$ cat src/rtl/counter_updown_param_if.sv
// ---------------------------------------------------------------------------
// counter_updown_param_if
// Control/status bundle for the parametrised up/down counter.
//   master : drives en, mode, sat, clr, ld, d_in, step; observes status
//   slave  : the counter itself; observes controls, drives count and flags
// Signals:
//   en, mode, sat, clr, ld  - 1-bit controls (enable, up/down, saturate,
//                             synchronous clear, synchronous load)
//   d_in [WIDTH]            - load value
//   step [STEP_W]           - increment/decrement magnitude
//   count [WIDTH]           - registered count
//   at_max, at_min          - count sits on the upper/lower bound
//   ovf, unf                - one-cycle crossing pulses
//   ovf_sticky, unf_sticky  - latched crossing history
// ---------------------------------------------------------------------------
interface counter_updown_param_if #(
  parameter int WIDTH  = 8,
  parameter int STEP_W = 4
);
  logic              en;
  logic              mode;
  logic              sat;
  logic              clr;
  logic              ld;
  logic [WIDTH-1:0]  d_in;
  logic [STEP_W-1:0] step;
  logic [WIDTH-1:0]  count;
  logic              at_max;
  logic              at_min;
  logic              ovf;
  logic              unf;
  logic              ovf_sticky;
  logic              unf_sticky;

  modport master (
    output en, mode, sat, clr, ld, d_in, step,
    input  count, at_max, at_min, ovf, unf, ovf_sticky, unf_sticky
  );

  modport slave (
    input  en, mode, sat, clr, ld, d_in, step,
    output count, at_max, at_min, ovf, unf, ovf_sticky, unf_sticky
  );
endinterface

$ cat src/rtl/counter_updown_param.sv
// ---------------------------------------------------------------------------
// counter_updown_param
// Parametrised up/down counter with programmable inclusive bounds
// [MIN_VAL, MAX_VAL], variable step, wrap-to-opposite-bound or saturate
// behaviour, boundary decode and overflow/underflow pulse + sticky flags.
// Ports:
//   clk  - rising-edge clock
//   rst  - asynchronous active-high reset (count = RST_VAL, flags cleared)
//   bus  - counter_updown_param_if.slave (controls in, count/flags out)
// Per-edge priority: ld > clr > en; otherwise the count holds.
// ---------------------------------------------------------------------------
module counter_updown_param #(
  parameter int          WIDTH   = 8,
  parameter int          STEP_W  = 4,
  parameter int unsigned MIN_VAL = 0,
  parameter int unsigned MAX_VAL = 255,
  parameter int unsigned RST_VAL = 0
) (
  input logic                   clk,
  input logic                   rst,
  counter_updown_param_if.slave bus
);

  // Arithmetic width: one guard bit above the wider of count and step, so
  // neither the sum nor the lower-bound test can wrap modulo 2^WIDTH.
  localparam int AW = ((STEP_W > WIDTH) ? STEP_W : WIDTH) + 1;

  localparam logic [AW-1:0]    MIN_X = AW'(MIN_VAL);
  localparam logic [AW-1:0]    MAX_X = AW'(MAX_VAL);
  localparam logic [WIDTH-1:0] MIN_W = WIDTH'(MIN_VAL);
  localparam logic [WIDTH-1:0] MAX_W = WIDTH'(MAX_VAL);
  localparam logic [WIDTH-1:0] RST_W = WIDTH'(RST_VAL);

  logic [WIDTH-1:0] count_p0;
  logic             ovf_p0;
  logic             unf_p0;
  logic             ovs_p0;
  logic             uns_p0;

  logic [AW-1:0]    cnt_x;
  logic [AW-1:0]    step_x;
  logic [AW-1:0]    sum_x;
  logic [AW-1:0]    diff_x;
  logic [AW-1:0]    dn_lim_x;

  logic [WIDTH-1:0] nxt_cnt;
  logic             nxt_ovf;
  logic             nxt_unf;
  logic             nxt_ovs;
  logic             nxt_uns;

  // Load values outside the window are pulled onto the nearest bound.
  function automatic logic [WIDTH-1:0] clamp_load(input logic [WIDTH-1:0] v);
    logic [AW-1:0] vx;
    vx = AW'(v);
    if (vx > MAX_X)      return MAX_W;
    else if (vx < MIN_X) return MIN_W;
    else                 return v;
  endfunction

  // Landing value after a bound crossing: saturate stays on the crossed
  // bound, wrap jumps to the opposite one (never a modular remainder).
  function automatic logic [WIDTH-1:0] cross_sel(input logic sat_i,
                                                 input logic up_i);
    if (sat_i) return up_i ? MAX_W : MIN_W;
    else       return up_i ? MIN_W : MAX_W;
  endfunction

  assign cnt_x    = AW'(count_p0);
  assign step_x   = AW'(bus.step);
  assign sum_x    = cnt_x + step_x;
  assign diff_x   = cnt_x - step_x;
  assign dn_lim_x = MIN_X + step_x;

  always_comb begin
    nxt_cnt = count_p0;
    nxt_ovf = 1'b0;
    nxt_unf = 1'b0;
    nxt_ovs = ovs_p0;
    nxt_uns = uns_p0;
    if (bus.ld) begin
      nxt_cnt = clamp_load(bus.d_in);
    end else if (bus.clr) begin
      nxt_cnt = RST_W;
      nxt_ovs = 1'b0;
      nxt_uns = 1'b0;
    end else if (bus.en) begin
      if (bus.mode) begin
        // Holding at MAX with sat=1 still reports the overflow attempt.
        if (sum_x <= MAX_X) begin
          nxt_cnt = WIDTH'(sum_x);
        end else begin
          nxt_ovf = 1'b1;
          nxt_cnt = cross_sel(bus.sat, 1'b1);
        end
      end else begin
        // Compare against MIN+step rather than testing count-step, which
        // could wrap below zero.
        if (cnt_x >= dn_lim_x) begin
          nxt_cnt = WIDTH'(diff_x);
        end else begin
          nxt_unf = 1'b1;
          nxt_cnt = cross_sel(bus.sat, 1'b0);
        end
      end
      nxt_ovs = ovs_p0 | nxt_ovf;
      nxt_uns = uns_p0 | nxt_unf;
    end
  end

  // ---- stage p0: count and flag registers ----
  always_ff @(posedge clk or posedge rst) begin
    if (rst) begin
      count_p0 <= RST_W;
      ovf_p0   <= 1'b0;
      unf_p0   <= 1'b0;
      ovs_p0   <= 1'b0;
      uns_p0   <= 1'b0;
    end else begin
      count_p0 <= nxt_cnt;
      ovf_p0   <= nxt_ovf;
      unf_p0   <= nxt_unf;
      ovs_p0   <= nxt_ovs;
      uns_p0   <= nxt_uns;
    end
  end

  // ---- outputs: bound decode straight off the count register ----
  assign bus.count      = count_p0;
  assign bus.at_max     = (count_p0 == MAX_W);
  assign bus.at_min     = (count_p0 == MIN_W);
  assign bus.ovf        = ovf_p0;
  assign bus.unf        = unf_p0;
  assign bus.ovf_sticky = ovs_p0;
  assign bus.unf_sticky = uns_p0;

endmodule

$ cat src/flat_wrapper.sv
// flat-port wrapper written by rule: the top's interface ports become plain ports
module counter_updown_param_flat 
#(
  parameter int          WIDTH   = 8,
  parameter int          STEP_W  = 4,
  parameter int unsigned MIN_VAL = 0,
  parameter int unsigned MAX_VAL = 255,
  parameter int unsigned RST_VAL = 0
)
  (clk, rst, bus_en, bus_mode, bus_sat, bus_clr, bus_ld, bus_d_in, bus_step, bus_count, bus_at_max, bus_at_min, bus_ovf, bus_unf, bus_ovf_sticky, bus_unf_sticky);
  counter_updown_param_if #(.WIDTH(WIDTH), .STEP_W(STEP_W)) bus_i ();
  input logic clk;
  input logic rst;
  input wire logic [$bits(bus_i.en)-1:0] bus_en;
  input wire logic [$bits(bus_i.mode)-1:0] bus_mode;
  input wire logic [$bits(bus_i.sat)-1:0] bus_sat;
  input wire logic [$bits(bus_i.clr)-1:0] bus_clr;
  input wire logic [$bits(bus_i.ld)-1:0] bus_ld;
  input wire logic [$bits(bus_i.d_in)-1:0] bus_d_in;
  input wire logic [$bits(bus_i.step)-1:0] bus_step;
  output wire logic [$bits(bus_i.count)-1:0] bus_count;
  output wire logic [$bits(bus_i.at_max)-1:0] bus_at_max;
  output wire logic [$bits(bus_i.at_min)-1:0] bus_at_min;
  output wire logic [$bits(bus_i.ovf)-1:0] bus_ovf;
  output wire logic [$bits(bus_i.unf)-1:0] bus_unf;
  output wire logic [$bits(bus_i.ovf_sticky)-1:0] bus_ovf_sticky;
  output wire logic [$bits(bus_i.unf_sticky)-1:0] bus_unf_sticky;
  assign bus_i.en = bus_en;
  assign bus_i.mode = bus_mode;
  assign bus_i.sat = bus_sat;
  assign bus_i.clr = bus_clr;
  assign bus_i.ld = bus_ld;
  assign bus_i.d_in = bus_d_in;
  assign bus_i.step = bus_step;
  assign bus_count = bus_i.count;
  assign bus_at_max = bus_i.at_max;
  assign bus_at_min = bus_i.at_min;
  assign bus_ovf = bus_i.ovf;
  assign bus_unf = bus_i.unf;
  assign bus_ovf_sticky = bus_i.ovf_sticky;
  assign bus_unf_sticky = bus_i.unf_sticky;
  counter_updown_param #(.WIDTH(WIDTH), .STEP_W(STEP_W), .MIN_VAL(MIN_VAL), .MAX_VAL(MAX_VAL), .RST_VAL(RST_VAL)) u_core (.clk(clk), .rst(rst), .bus(bus_i));
endmodule
$ cat config.mk
export PLATFORM = sky130hd
export DESIGN_NAME = counter_updown_param_flat
export DESIGN_NICKNAME = d
export VERILOG_FILES = /design/src/rtl/counter_updown_param_if.sv /design/src/rtl/counter_updown_param.sv /design/src/flat_wrapper.sv
export SDC_FILE = /design/constraint.sdc
export NUM_CORES = 1
export LEC_CHECK = 0
export ABC_AREA = 1
export BUFFER_PORTS_ARGS = -buffer_cell sky130_fd_sc_hd__clkbuf_2
export CAP_MARGIN = 5
export CORE_MARGIN = 2
export CORE_UTILIZATION = 58
export CTS_CLUSTER_SIZE = 30
export DETAILED_ROUTE_END_ITERATION = 12
export PLACE_DENSITY = 0.95
export SYNTH_ARGS = -nofsm -noshare
export SYNTH_HDL_FRONTEND = slang
export SYNTH_SLANG_ARGS = --single-unit
$ cat constraint.sdc
create_clock -name clk -period 3.85 [get_ports clk]
set_clock_uncertainty 0.1 [all_clocks]
set_input_delay 0.1925 -clock clk [delete_from_list [all_inputs] [get_ports clk]]
set_output_delay 0.1925 -clock clk [all_outputs]
set_load 0.01 [all_outputs]
# == Word-level counts from Yosys, hierarchy flattened ==
# Cells that the tools add are included.
# totals
regBits,12
in_bits,19
output_inout_bits,14
word_cells,45
# op_classes
n_addsub,2
n_lt_le_gt_ge,2
n_eq_ne,1
muxes,28
bitwise_logic,3
reduce_logical,4
# op_table
operator,count
$mux 8,8
$mux 1,20
$add 8x4->9,1
$le 9x8->1 const B,1
$eq 8x8->1 const B,1
$ge 8x4->1,1
$logic_not 8->1,1
$sub 8x4->8,1
$reduce_bool 3->1,1
$or 1x1->1,2
$reduce_and 2->1,1
$reduce_bool 2->1,1
$not 1->1,1

# == Logic depth before layout (Yosys ltp) ==
# logic_depth
word_depth,10
depth_mapped,14
mapped_depth_nobuf,14

# == Worst setup path before layout ==
# OpenSTA, ideal clock, no wires.
# synth_timing
kind,flip-flop to flip-flop
startpoint,"reg u_core.count_p0[0], in the netlist u_core.bus.count[0]"
endpoint,"reg u_core.count_p0[4], in the netlist u_core.bus.count[4]"
setup_time_ns,0.122
arrival_time_ns,1.769
required_time_ns,3.628
path_slack_ns,1.858
path_stages_with_launch,15
n_path_buf,0
period_less_slack_ns,1.992
cell_sequence,dfrtp_1 -> inv_1 -> ha_1 -> inv_1 -> fa_1 -> inv_1 -> o21ai_2 -> inv_2 -> nand2_4 -> inv_4 -> nand2_8 -> o21ai_1 -> nand2_1 -> nand3_1 -> a21oi_1
# synth_via
elab_chain_len,7
word_cells_on_any_way,10
cone_classes,add/sub (2); order compare (2); mux (6)
# synth_lines
element,line_no,rtl
"start, declared",counter_updown_param.sv:34,logic [WIDTH-1:0] count_p0;
"start signal, assigned",counter_updown_param.sv:120,count_p0 <= nxt_cnt;
$add 8x4->9,counter_updown_param.sv:71,assign sum_x = cnt_x + step_x;
$le 9x8->1,counter_updown_param.sv:90,if (sum_x <= MAX_X) begin
$mux 8,counter_updown_param.sv:90,
$mux 8 *,counter_updown_param.sv:88,if (bus.mode) begin
$mux 8 *,counter_updown_param.sv:87,end else if (bus.en) begin
$mux 8 *,counter_updown_param.sv:83,end else if (bus.clr) begin
$mux 8 *,counter_updown_param.sv:81,if (bus.ld) begin
# Mark *: on every way between the ends. The rest lies on a longest branch, timed or not. The select of a mux whose other input is x is not followed.
# A chain may end at the register's enable or synchronous reset.

# == Worst setup path in the final report ==
# layout_timing
startpoint,"reg u_core.count_p0[0], in the netlist u_core.bus.count[0]"
endpoint,"reg u_core.count_p0[1], in the netlist u_core.bus.count[1]"
# Same word-level chain as after synthesis.

==> flow_summary.ini <==
[synth]
ys_async_sr_fraction = 1.00
syn_inst = 212
seq_area_frac_synth = 0.211
synth_top_area_cell = dfrtp_1
yosys-top-cells-area = dfrtp_1 21%, nand2_1 12%, nand3_1 8.8%
yosysTopAreaCellShare = 0.211
yosys_register_bits = 12
synth_cell_types = 32
synth-warning-count = 0
syn-num-nets = 241
ys.flop_type = dfrtp_1
avgSynthCellArea_um2 = 6.72
syn_area_um2 = 1420
synth_edf_count = 0

[timing]
hold_ws_ns = 0.124
hold_viol = 0
tightest_slew_ns = 0.451
fin_crit_sh = 0.580
rsz0062_at_grt = no
relSlewSlack = 0.699
finalSetupViolations = 0
fmax_mhz = 447
slew_viol_final = 0
min_period_ns = 2.23
setup_tns_ns = 0

[floorplanning]
design.core.area_um2 = 2280
die_w_um = 53.5
die_y_um = 53.5
initial_utilization = 0.626
pin_count = 33
dieArea_um2 = 2870
core.rowCount = 17

[cts]
cts_setup_buffers = 0
cts-root-buf = clkbuf_4
numCtsBuffers = 3
cts_tree = done
post_cts_resized = 0
htreeDepth = 1
cts_hold_buf = 1
clk_path_buf_depth = 2
cts.sink_count = 12
clk_pin_slew_ns = 0.07
clk_latency_ns = 0.27

[setup_path]
crit_arrival_ns = 2.30
end_kind = flop
cp_max_fo = 6
crit_end = u_core.bus.count[1]$_DFFE_PP0P_
path_buf_inv = 5
r2r-start = u_core.bus.count[0]$_DFFE_PP0P_
reg2reg_slack_ns = 1.62
cp_num_cells = 14
crit_family = adder cells
cp.required_ns = 3.91
cp-start-kind = flop
worst_r2r_endpoint = u_core.bus.count[1]$_DFFE_PP0P_
cpMostUsedCell = inv_1
worstSetupPathType = flop to flop
path_cells = inv_1 -> ha_1 -> inv_1 -> fa_1 -> inv_1 -> o21ai_2 -> inv_2 -> nand2_4 -> inv_4 -> nand2_8 -> nand2_4 -> o21ai_2 -> nand2_1 -> a21oi_2
slowest_stage = dfrtp_1
crit_start = u_core.bus.count[0]$_DFFE_PP0P_
cpPeakStageDelay_ns = 0.46
rr_worst_depth = 14

[place]
place_hpwl_mm = 3.01
placed_cells = 267
routabilityCongestion = 0.945
portBuffers = 32

[detailed_routing]
drt_iter0_markers = 76
wl_mm = 3.69
num_vias = 1547
avgRoutedWirePerCell_um = 13.6
vias_per_cell = 5.71
drc_errors = 0
drt_first_pass_iters = 4
final_antenna_net_count = 0

[power]
peakVddDrop_uv = 238
p_per_area_nw_per_um2 = 306
leakagePower_nw = 0.858
totalPowerFinal_w = 0.000497

[layout]
stdcell_count = 271
final_layout_size_suffix_gt1_frac = 0.272
area_growth_pct = 14.0
final_util = 0.713
layout.nets = 274
antenna_cells = 0

[global_route]
grt_pass1_wl_mm = 6.10
antenna_found_initial = 0
grt-ovfl-total = 0
grt_usage = 0.289
grt_max_degree = 13
grt_pass1_vias = 1372

[min_path]
hold_path.class = input port to flop

[run]
maxCapViolations = 0

[status]
outcome = completed
[cell usage after synthesis, types with 2 or more instances]
cell and n:
nor3_1 2, clkbuf_1 2, a21oi_1 19, nor2_2 3
nor4_1 2, a21oi_2 5, nor2_1 24, nand2_1 45
nand2_8 2, nand4_1 2, o211ai_1 2, inv_4 2
dfrtp_1 12, fa_1 2, o211ai_2 2, o21ai_1 3
nand2_4 3, inv_1 23, ha_1 8, xor2_1 2
buf_2 2, inv_2 5, o21ai_0 3, nand3_1 25
nand2_2 2, o21ai_2 4
[worst min-delay path, delay by kind of cell]
| kind | cells | cell delay, ns |
|---|---|---|
| buffers and inverters | 1 | 0.07 |
| AOI/OAI and AO/OA | 2 | 0.18 |
[power breakdown]
| group | internal, W | switching, W | total (W) |
|---|---|---|---|
| sequential | 0.000137 | 0.0000278 | 0.000165 |
| combinational | 0.0000952 | 0.000161 | 0.000257 |
| clock | 0.0000362 | 0.0000392 | 0.0000754 |
[cell type report]
type                            count  area (um2)
Fill cell                         198         653
Inverter                           30         118
Clock buffer                        3        22.5
Multi-Input combinational cell    165         977
Sequential cell                    12         300
Tap cell                           28        35.0
Timing Repair Buffer               33         170
[cells by family after synthesis]
logic type | Yosys count | synth area share
AND/OR/NAND/NOR | 115 | 0.404
XOR/XNOR | 2 | 0.0123
AO/OA/AOI/OAI | 38 | 0.171
buffers and inverters | 35 | 0.103
flip-flops | 12 | 0.211
adder cells (fa/ha/maj) | 10 | 0.0984
[through the flow]
step                      setup slack [ns]  instance area [um2]
after floorplan                       1.86                 1420
after global placement                1.69                 1590
after detailed placement              1.64                 1590
after CTS                             1.62                 1620
after global routing                  1.44                 1620
final                                 1.62                 1620
[layout by cell type (no fill, tap or decap), drive strengths merged]
master,count
nand3,25
or2,1
clkbuf,35
nor2,28
dlygate4sd3,1
nand2,52
ha,8
xor2,2
fa,2
or4,1
nor3,4
inv,30
o21ai,10
dfrtp,12
o211ai,4
nor4,2
nand4,2
a21oi,24
[state kept, by name, summed over array words and instances (netlist names)]
| register | cells |
|---|---|
| u_core.bus.unf | 1 |
| u_core.bus.ovf | 1 |
| u_core.bus.ovf_sticky | 1 |
| u_core.bus.count | 8 |
| u_core.bus.unf_sticky | 1 |
[per-layer routing]
layer	vias to the layer above	GRT usage	wire (um)
met5	-	0	0
met4	0	0.0385	25
met3	4	0.0361	313
met2	87	0.475	1750
met1	699	0.415	1600
li1	757	-	-
[how the worst min path moves through the flow]
stage                startpoint                               to  cells past startpoint
floorplan                   rst  u_core.bus.count[0]$_DFFE_PP0P_                      1
global placement            rst  u_core.bus.count[6]$_DFFE_PP0P_                      2
detailed placement          rst  u_core.bus.count[6]$_DFFE_PP0P_                      2
CTS                 bus_d_in[1]  u_core.bus.count[1]$_DFFE_PP0P_                      3
global route             bus_en         u_core.bus.unf$_DFF_PP0_                      3
finish              bus_d_in[6]  u_core.bus.count[6]$_DFFE_PP0P_                      3
(Power assumes the default switching activity.)
